===== src/rtl/hci_copy_fault_ctrl_pkg.sv =====
// Shared types and helpers for the HCI copy-sink fault controller.
//   hci_fault_ctrl_state_e : named view of the controller FSM encoding
//   ST_*                   : FSM state constants used by the RTL
//   ptr_width()            : width of a sink index (never below 1)
package hci_copy_fault_ctrl_pkg;

  typedef enum logic [1:0] {
    FC_IDLE   = 2'd0,
    FC_WAIT   = 2'd1,
    FC_INJECT = 2'd2,
    FC_CHECK  = 2'd3
  } hci_fault_ctrl_state_e;

  localparam logic [1:0] ST_IDLE   = FC_IDLE;
  localparam logic [1:0] ST_WAIT   = FC_WAIT;
  localparam logic [1:0] ST_INJECT = FC_INJECT;
  localparam logic [1:0] ST_CHECK  = FC_CHECK;

  // A single sink still needs a 1-bit pointer.
  function automatic int unsigned ptr_width(input int unsigned n);
    return (n > 1) ? $clog2(n) : 1;
  endfunction

endpackage


===== src/rtl/hci_copy_fault_ctrl_if.sv =====
// Bundle of the fault controller's sink-facing and status signals.
//   master : the controller (drives inject/status/counter/pointer/irq)
//   slave  : the environment (drives fault flags, test enable, clear)
interface hci_copy_fault_ctrl_if
  import hci_copy_fault_ctrl_pkg::*;
#(
  parameter int unsigned N_SINK = 4,
  parameter int unsigned CNT_W  = 8
);
  localparam int unsigned PTR_W = ptr_width(N_SINK);

  logic [N_SINK-1:0] fault_i;
  logic              test_en_i;
  logic              clear_i;
  logic [N_SINK-1:0] inject_o;
  logic [N_SINK-1:0] fault_status_o;
  logic [N_SINK-1:0] checker_dead_o;
  logic [CNT_W-1:0]  fault_cnt_o;
  logic [PTR_W-1:0]  test_ptr_o;
  logic              irq_o;

  modport master (
    input  fault_i, test_en_i, clear_i,
    output inject_o, fault_status_o, checker_dead_o, fault_cnt_o, test_ptr_o, irq_o
  );

  modport slave (
    output fault_i, test_en_i, clear_i,
    input  inject_o, fault_status_o, checker_dead_o, fault_cnt_o, test_ptr_o, irq_o
  );

endinterface


===== src/rtl/hci_copy_fault_ctrl_sat_counter.sv =====
// hci_sat_counter: saturating up-counter with synchronous clear.
//   clk_i, rst_i : clock, synchronous active-high reset
//   clear_i      : zero the count (an increment in the same cycle still counts)
//   inc_i        : add one, holding at all-ones
//   cnt_o        : registered count
module hci_sat_counter #(
  parameter int unsigned WIDTH = 8
) (
  input  logic             clk_i,
  input  logic             rst_i,
  input  logic             clear_i,
  input  logic             inc_i,
  output logic [WIDTH-1:0] cnt_o
);

  logic [WIDTH-1:0] cnt_q;

  // Clear first, then a same-cycle increment restarts the count at 1.
  always_ff @(posedge clk_i) begin
    if (rst_i) begin
      cnt_q <= '0;
    end else if (clear_i) begin
      cnt_q <= WIDTH'(inc_i);
    end else if (inc_i && (cnt_q != '1)) begin
      cnt_q <= cnt_q + WIDTH'(1);
    end
  end

  assign cnt_o = cnt_q;

endmodule


===== src/rtl/hci_copy_fault_ctrl.sv =====
// hci_copy_fault_ctrl: fault manager for N_SINK lockstep copy-sink checkers.
// Collects sticky per-sink fault status, a saturating fault-cycle counter and
// an interrupt, and runs a round-robin self-test that injects a one-cycle
// mismatch into one copy stream and expects that sink's checker to flag it.
//   clk_i, rst_i : clock, synchronous active-high reset
//   bus (master) : fault_i / test_en_i / clear_i in;
//                  inject_o, fault_status_o, checker_dead_o, fault_cnt_o,
//                  test_ptr_o, irq_o out (all registered)
module hci_copy_fault_ctrl
  import hci_copy_fault_ctrl_pkg::*;
#(
  parameter int unsigned N_SINK      = 4,
  parameter int unsigned CNT_W       = 8,
  parameter int unsigned TEST_PERIOD = 1024,
  parameter int unsigned INJ_LAT     = 1
) (
  input  logic                  clk_i,
  input  logic                  rst_i,
  hci_copy_fault_ctrl_if.master bus
);

  localparam int unsigned PTR_W = ptr_width(N_SINK);
  localparam int unsigned PER_W = $clog2(TEST_PERIOD);
  localparam int unsigned LAT_W = (INJ_LAT > 1) ? $clog2(INJ_LAT) : 1;

  logic [1:0]        state_q, state_d;
  logic [PER_W-1:0]  per_q, per_d;
  logic [LAT_W-1:0]  lat_q, lat_d;
  logic [PTR_W-1:0]  ptr_q, ptr_d;
  logic [N_SINK-1:0] inject_q, inject_d;
  logic [N_SINK-1:0] status_q, status_d;
  logic [N_SINK-1:0] dead_q, dead_d;
  logic              irq_q;
  logic              check_c;
  logic [N_SINK-1:0] mask_c;
  logic [N_SINK-1:0] real_c;
  logic [N_SINK-1:0] dead_set_c;
  logic              any_real_c;
  logic [CNT_W-1:0]  fault_cnt;

  // Self-test sequencer: wait a period, inject on ptr, check on the expected cycle.
  always_comb begin
    state_d  = state_q;
    per_d    = per_q;
    lat_d    = lat_q;
    ptr_d    = ptr_q;
    inject_d = '0;
    check_c  = 1'b0;
    case (state_q)
      ST_IDLE: begin
        if (bus.test_en_i) begin
          per_d   = PER_W'(TEST_PERIOD - 1);
          state_d = ST_WAIT;
        end
      end
      ST_WAIT: begin
        if (!bus.test_en_i) begin
          state_d = ST_IDLE;
        end else if (per_q == '0) begin
          inject_d = N_SINK'(1) << ptr_q;
          state_d  = ST_INJECT;
        end else begin
          per_d = per_q - PER_W'(1);
        end
      end
      ST_INJECT: begin
        lat_d   = LAT_W'(INJ_LAT - 1);
        state_d = ST_CHECK;
      end
      ST_CHECK: begin
        // A disable seen here only takes effect once the check has completed.
        if (lat_q == '0) begin
          check_c = 1'b1;
          ptr_d   = (ptr_q == PTR_W'(N_SINK - 1)) ? '0 : ptr_q + PTR_W'(1);
          per_d   = PER_W'(TEST_PERIOD - 1);
          state_d = bus.test_en_i ? ST_WAIT : ST_IDLE;
        end else begin
          lat_d = lat_q - LAT_W'(1);
        end
      end
      default: state_d = ST_IDLE;
    endcase
  end

  // Only the targeted sink on the expected cycle is masked; everything else is real.
  always_comb begin
    mask_c     = check_c ? (N_SINK'(1) << ptr_q) : '0;
    real_c     = bus.fault_i & ~mask_c;
    dead_set_c = (check_c && !bus.fault_i[ptr_q]) ? mask_c : '0;
    any_real_c = |real_c;
    status_d   = (bus.clear_i ? '0 : status_q) | real_c;
    dead_d     = (bus.clear_i ? '0 : dead_q) | dead_set_c;
  end

  always_ff @(posedge clk_i) begin
    if (rst_i) begin
      state_q  <= ST_IDLE;
      per_q    <= '0;
      lat_q    <= '0;
      ptr_q    <= '0;
      inject_q <= '0;
      status_q <= '0;
      dead_q   <= '0;
      irq_q    <= 1'b0;
    end else begin
      state_q  <= state_d;
      per_q    <= per_d;
      lat_q    <= lat_d;
      ptr_q    <= ptr_d;
      inject_q <= inject_d;
      status_q <= status_d;
      dead_q   <= dead_d;
      irq_q    <= (|status_q) | (|dead_q);
    end
  end

  hci_sat_counter #(
    .WIDTH (CNT_W)
  ) u_fault_cnt (
    .clk_i   (clk_i),
    .rst_i   (rst_i),
    .clear_i (bus.clear_i),
    .inc_i   (any_real_c),
    .cnt_o   (fault_cnt)
  );

  assign bus.inject_o       = inject_q;
  assign bus.fault_status_o = status_q;
  assign bus.checker_dead_o = dead_q;
  assign bus.fault_cnt_o    = fault_cnt;
  assign bus.test_ptr_o     = ptr_q;
  assign bus.irq_o          = irq_q;

endmodule


===== src/flat_wrapper.sv =====
// flat-port wrapper written by rule: the top's interface ports become plain ports
module hci_copy_fault_ctrl_flat import hci_copy_fault_ctrl_pkg::*;
#(
  parameter int unsigned N_SINK      = 4,
  parameter int unsigned CNT_W       = 8,
  parameter int unsigned TEST_PERIOD = 1024,
  parameter int unsigned INJ_LAT     = 1
)
  (clk_i, rst_i, bus_fault_i, bus_test_en_i, bus_clear_i, bus_inject_o, bus_fault_status_o, bus_checker_dead_o, bus_fault_cnt_o, bus_test_ptr_o, bus_irq_o);
  hci_copy_fault_ctrl_if #(.N_SINK(N_SINK), .CNT_W(CNT_W)) bus_i ();
  input  logic clk_i;
  input  logic rst_i;
  input wire logic [$bits(bus_i.fault_i)-1:0] bus_fault_i;
  input wire logic [$bits(bus_i.test_en_i)-1:0] bus_test_en_i;
  input wire logic [$bits(bus_i.clear_i)-1:0] bus_clear_i;
  output wire logic [$bits(bus_i.inject_o)-1:0] bus_inject_o;
  output wire logic [$bits(bus_i.fault_status_o)-1:0] bus_fault_status_o;
  output wire logic [$bits(bus_i.checker_dead_o)-1:0] bus_checker_dead_o;
  output wire logic [$bits(bus_i.fault_cnt_o)-1:0] bus_fault_cnt_o;
  output wire logic [$bits(bus_i.test_ptr_o)-1:0] bus_test_ptr_o;
  output wire logic [$bits(bus_i.irq_o)-1:0] bus_irq_o;
  assign bus_i.fault_i = bus_fault_i;
  assign bus_i.test_en_i = bus_test_en_i;
  assign bus_i.clear_i = bus_clear_i;
  assign bus_inject_o = bus_i.inject_o;
  assign bus_fault_status_o = bus_i.fault_status_o;
  assign bus_checker_dead_o = bus_i.checker_dead_o;
  assign bus_fault_cnt_o = bus_i.fault_cnt_o;
  assign bus_test_ptr_o = bus_i.test_ptr_o;
  assign bus_irq_o = bus_i.irq_o;
  hci_copy_fault_ctrl #(.N_SINK(N_SINK), .CNT_W(CNT_W), .TEST_PERIOD(TEST_PERIOD), .INJ_LAT(INJ_LAT)) u_core (.clk_i(clk_i), .rst_i(rst_i), .bus(bus_i));
endmodule

===== config.mk =====
export PLATFORM = sky130hd
export DESIGN_NAME = hci_copy_fault_ctrl_flat
export DESIGN_NICKNAME = d
export VERILOG_FILES = /design/src/rtl/hci_copy_fault_ctrl_pkg.sv /design/src/rtl/hci_copy_fault_ctrl_if.sv /design/src/rtl/hci_copy_fault_ctrl_sat_counter.sv /design/src/rtl/hci_copy_fault_ctrl.sv /design/src/flat_wrapper.sv
export SDC_FILE = /design/constraint.sdc
export NUM_CORES = 1
export LEC_CHECK = 0
export ABC_CLOCK_PERIOD_IN_PS = 2500
export CELL_PAD_IN_SITES_DETAIL_PLACEMENT = 1
export CELL_PAD_IN_SITES_GLOBAL_PLACEMENT = 2
export CORE_MARGIN = 4
export CORE_UTILIZATION = 32
export CTS_BUF_LIST = sky130_fd_sc_hd__clkbuf_8
export DETAILED_ROUTE_END_ITERATION = 7
export MAX_ROUTING_LAYER = met4
export PLACE_DENSITY = 0.92
export SYNTH_ARGS = -nofsm -noshare
export SYNTH_HDL_FRONTEND = slang
export SYNTH_HIERARCHICAL = 1
export SYNTH_SLANG_ARGS = --single-unit

===== constraint.sdc =====
create_clock -name clk_i -period 2.5 [get_ports clk_i]
set_clock_uncertainty 0.1 [all_clocks]
set_input_delay 0.625 -clock clk_i [delete_from_list [all_inputs] [get_ports clk_i]]
set_output_delay 0.625 -clock clk_i [all_outputs]
set_load 0.01 [all_outputs]

==> results.toml <==
[outcome]
status = "complete, no violations"

[synthesis]
synth_top_family_by_area = "simple AND/OR/NAND/NOR gates"
yosysSeqAreaShare_pct = 41.2
synthMuxAreaShare_pct = 3.16
synth-simple-area-share_pct = 28.8
ys_seq_elements = 35
syn_inst = 194
yosysTopAreaCell = "dfxtp_1"
ys.flop_type = "dfxtp_1"
synth_area_leaders = "dfxtp_1 41%, a21oi_1 4.7%, ha_1 4.4%"
yosys_warnings = 6
synth_fa_ha_area_share_pct = 4.41
syn-mean-instance-area_um2 = 8.77
synth_edf_count = 0
synthesis.area_um2 = 1700
synthArstFlopShare_pct = 0
yosys.area_share.xor_xnor_pct = 1.03
synth_top_area_share_pct = 41.2
synth_cell_types = 44
synth_compound_area_share_pct = 17.1
synth_fp_nets = 208

[layout]
layout-drive-gt1-share_pct = 11.3
stdcell_count = 300
finalNetCount = 243
syn2layout_area_growth_pct = 27.9
fillCellCount = 626
multiInputGateArea_um2 = 927
seq_area_um2 = 701
antenna-diode-count = 0

[cts]
clock-sinks = 35
root_buffer = "clkbuf_8"
clk_latency_ps = 300
cts_tree = "built"
cts_inserted_buffers = 5
post_cts_buffers = 0
htreeDepth = 2
clkTransAtPathRegs_ps = 80
cts-resized-gates = 0
clk_path_buf_depth = 2
ctsHoldBuffers = 0

[place]
dp_cells = 292
dp_hpwl_um = 3160
io_buffers = 30
gp_congestion = 0.849

[hold_path]
hold_class = "flop to flop"
whs_path_depth = 2
hold_path_startpoint = "u_core/bus.fault_status_o[1]$_SDFF_PP0_"
hold_path_end = "u_core/bus.fault_status_o[1]$_SDFF_PP0_"

[setup_path]
worstPathMaxFanout = 7
path_cells = "inv_1, ha_1, nand2_1, nand2_1, nand4_1, nand4_2, a211oi_2, nand4_1, mux2_2"
critPathLaunchType = "flop"
reg2reg_depth = 9
crit_start = "u_core/bus.test_ptr_o[0]$_SDFFE_PP0P_"
crit_slowest_cell = "dfxtp_1"
r2r-start = "u_core/bus.test_ptr_o[0]$_SDFFE_PP0P_"
cp.required_ps = 2600
critPathCaptureType = "flop"
arrival_ps = 2350
r2r-end = "u_core/u_fault_cnt/cnt_o[7]$_SDFFE_PP0P_"
ff2ff_setup_slack_ps = 240
slowest_delay_ps = 490
critPathKind = "flop to flop"

[power]
power.density_nw_per_um2 = 550
total_power_mw = 1.20
power.leakage_nw = 0.757
ir_drop_v = 0.000269

[floorplan]
die_w_um = 80.9
core_um2 = 5140
dieArea_um2 = 6550
ioPinCount = 31
die_h_um = 80.9
placementRows = 26
initial_core_util_pct = 33.1

[sta]
min_period_ps = 2260
hold_viol = 0
report.final.slew_viol_count = 0
slew_headroom_pct = 58.3
rsz0062_at_grt = "no"
fmax_mhz = 443
tns_ps = 0
period_share_pct = 90.2
setup_viol = 0
worstMarginPinSlew_ps = 620

[flow_run]
cap_violations = 0

[drt]
antenna_left = 0
drt_iter0_drc = 100
post_drt_wl_per_cell_um = 14.2
routed_wl_um = 4260
num_vias = 1555
route.detailed.drc = 0
vias_per_cell = 5.18
first_pass_iters = 4

[global_routing]
grt-ovfl-total = 0
first_global_vias = 1619
grt_max_degree = 22
grt_pass1_wl_um = 7410
antenna_found_initial = 0
globalRouteTotalUtil_pct = 14.9
[cell families (layout without fill, tap and decap cells)]
group / after synthesis / after routing
buffers and inverters: 16 / 52
DFF: 35 / 35
AOI/OAI and AO/OA: 44 / 44
xor gates and xnor gates: 2 / 2
muxes: 4 / 4
and+or+nand+nor: 87 / 87
adders and majority gates: 6 / 6
[Yosys cell counts, types with 3 or more instances]
| cell | count |
|---|---|
| a211oi_1 | 4 |
| a21oi_1 | 16 |
| a31oi_1 | 9 |
| and2_1 | 6 |
| dfxtp_1 | 35 |
| ha_1 | 6 |
| inv_1 | 10 |
| nand2_1 | 14 |
| nand2b_1 | 5 |
| nand3_1 | 5 |
| nand4_1 | 6 |
| nor2_1 | 15 |
| nor2b_1 | 5 |
| nor3_1 | 9 |
| nor4_1 | 4 |
| o31ai_1 | 3 |
| or2_2 | 3 |
| or3_1 | 4 |
| or4_1 | 3 |
[placed cells by master, fill, tap and decap left out, drive strengths merged, types with 2 or more instances in the layout]
master	instances
dfxtp	35
clkdlybuf4s50	30
a21oi	16
nor2	15
nand2	14
inv	11
nor3	9
a31oi	9
and2	7
nand4	7
ha	6
clkbuf	5
nor2b	5
nand2b	5
nand3	5
a211oi	5
or3	4
nor4	4
buf	4
or2	3
or4	3
o31ai	3
clkinvlp	2
mux2i	2
a31o	2
o21ai	2
a21o	2
xnor2	2
nor4b	2
[metal layers]
metal / GRT usage (%) / up-vias / part of all wire (%)
met2: 23.0 / 33 / 47
met5: - / - / 0
met4: 7.77 / 0 / 2.4
met1: 17.7 / 730 / 47
li1: - / 781 / -
met3: 4.21 / 11 / 3.5
[state kept, by name, summed over array words and instances (netlist names), named ones only]
| name | count |
|---|---|
| u_core/per_q | 10 |
| u_core/u_fault_cnt/cnt_o | 8 |
| u_core/bus.checker_dead_o | 4 |
| u_core/bus.fault_status_o | 4 |
| u_core/bus.inject_o | 4 |
| u_core/bus.test_ptr_o | 2 |
| u_core/bus.irq_o | 1 |
| u_core/state_q | 1 |
[worst max-delay path, delay by kind of cell (launching register included)]
family                     cells  cell delay [ps]
and+or+nand+nor                5              610
DFF                            1              490
AOI/OAI and AO/OA              1              310
muxes                          1              280
adders and majority gates      1              250
buffers and inverters          1              110
[final cells by class]
cell class / instances / area share, %
Inverter: 10 / 1.73
Clock inverter: 3 / 1.09
Multi-Input combinational cell: 143 / 42.6
Timing Repair Buffer: 34 / 15.2
Tap cell: 70 / 4.03
Clock buffer: 5 / 3.16
Sequential cell: 35 / 32.2
[how the worst max path moves through the flow]
stage	to	cells after the start	slack, ps
6_report	u_core/u_fault_cnt/cnt_o[7]$_SDFFE_PP0P_	9	240
5_1_grt	u_core/u_fault_cnt/cnt_o[7]$_SDFFE_PP0P_	9	60
4_1_cts	u_core/u_fault_cnt/cnt_o[7]$_SDFFE_PP0P_	9	250
3_5_place_dp	u_core/u_fault_cnt/cnt_o[7]$_SDFFE_PP0P_	7	90
3_3_place_gp	u_core/u_fault_cnt/cnt_o[7]$_SDFFE_PP0P_	7	160
2_1_floorplan	u_core/u_fault_cnt/cnt_o[7]$_SDFFE_PP0P_	9	400
[report_power, final]
part	leakage [nW]	switching [mW]	internal, mW
logic	0.429	0.0741	0.0730
clock network	0.0408	0.239	0.199
registers	0.287	0.0294	0.582
total	0.757	0.342	0.854
[per-stage QoR]
step,setup slack (ps),instance area [um^2],hold WS (ps),util [%]
final,245,2180,399,42.3
after global routing,57.4,2180,426,42.3
after CTS,249,2180,401,42.3
after detailed placement,87.8,2080,384,40.5
after global placement,162,2080,390,40.5
after floorplan,400,1700,365,-
(Power assumes the default switching activity.)
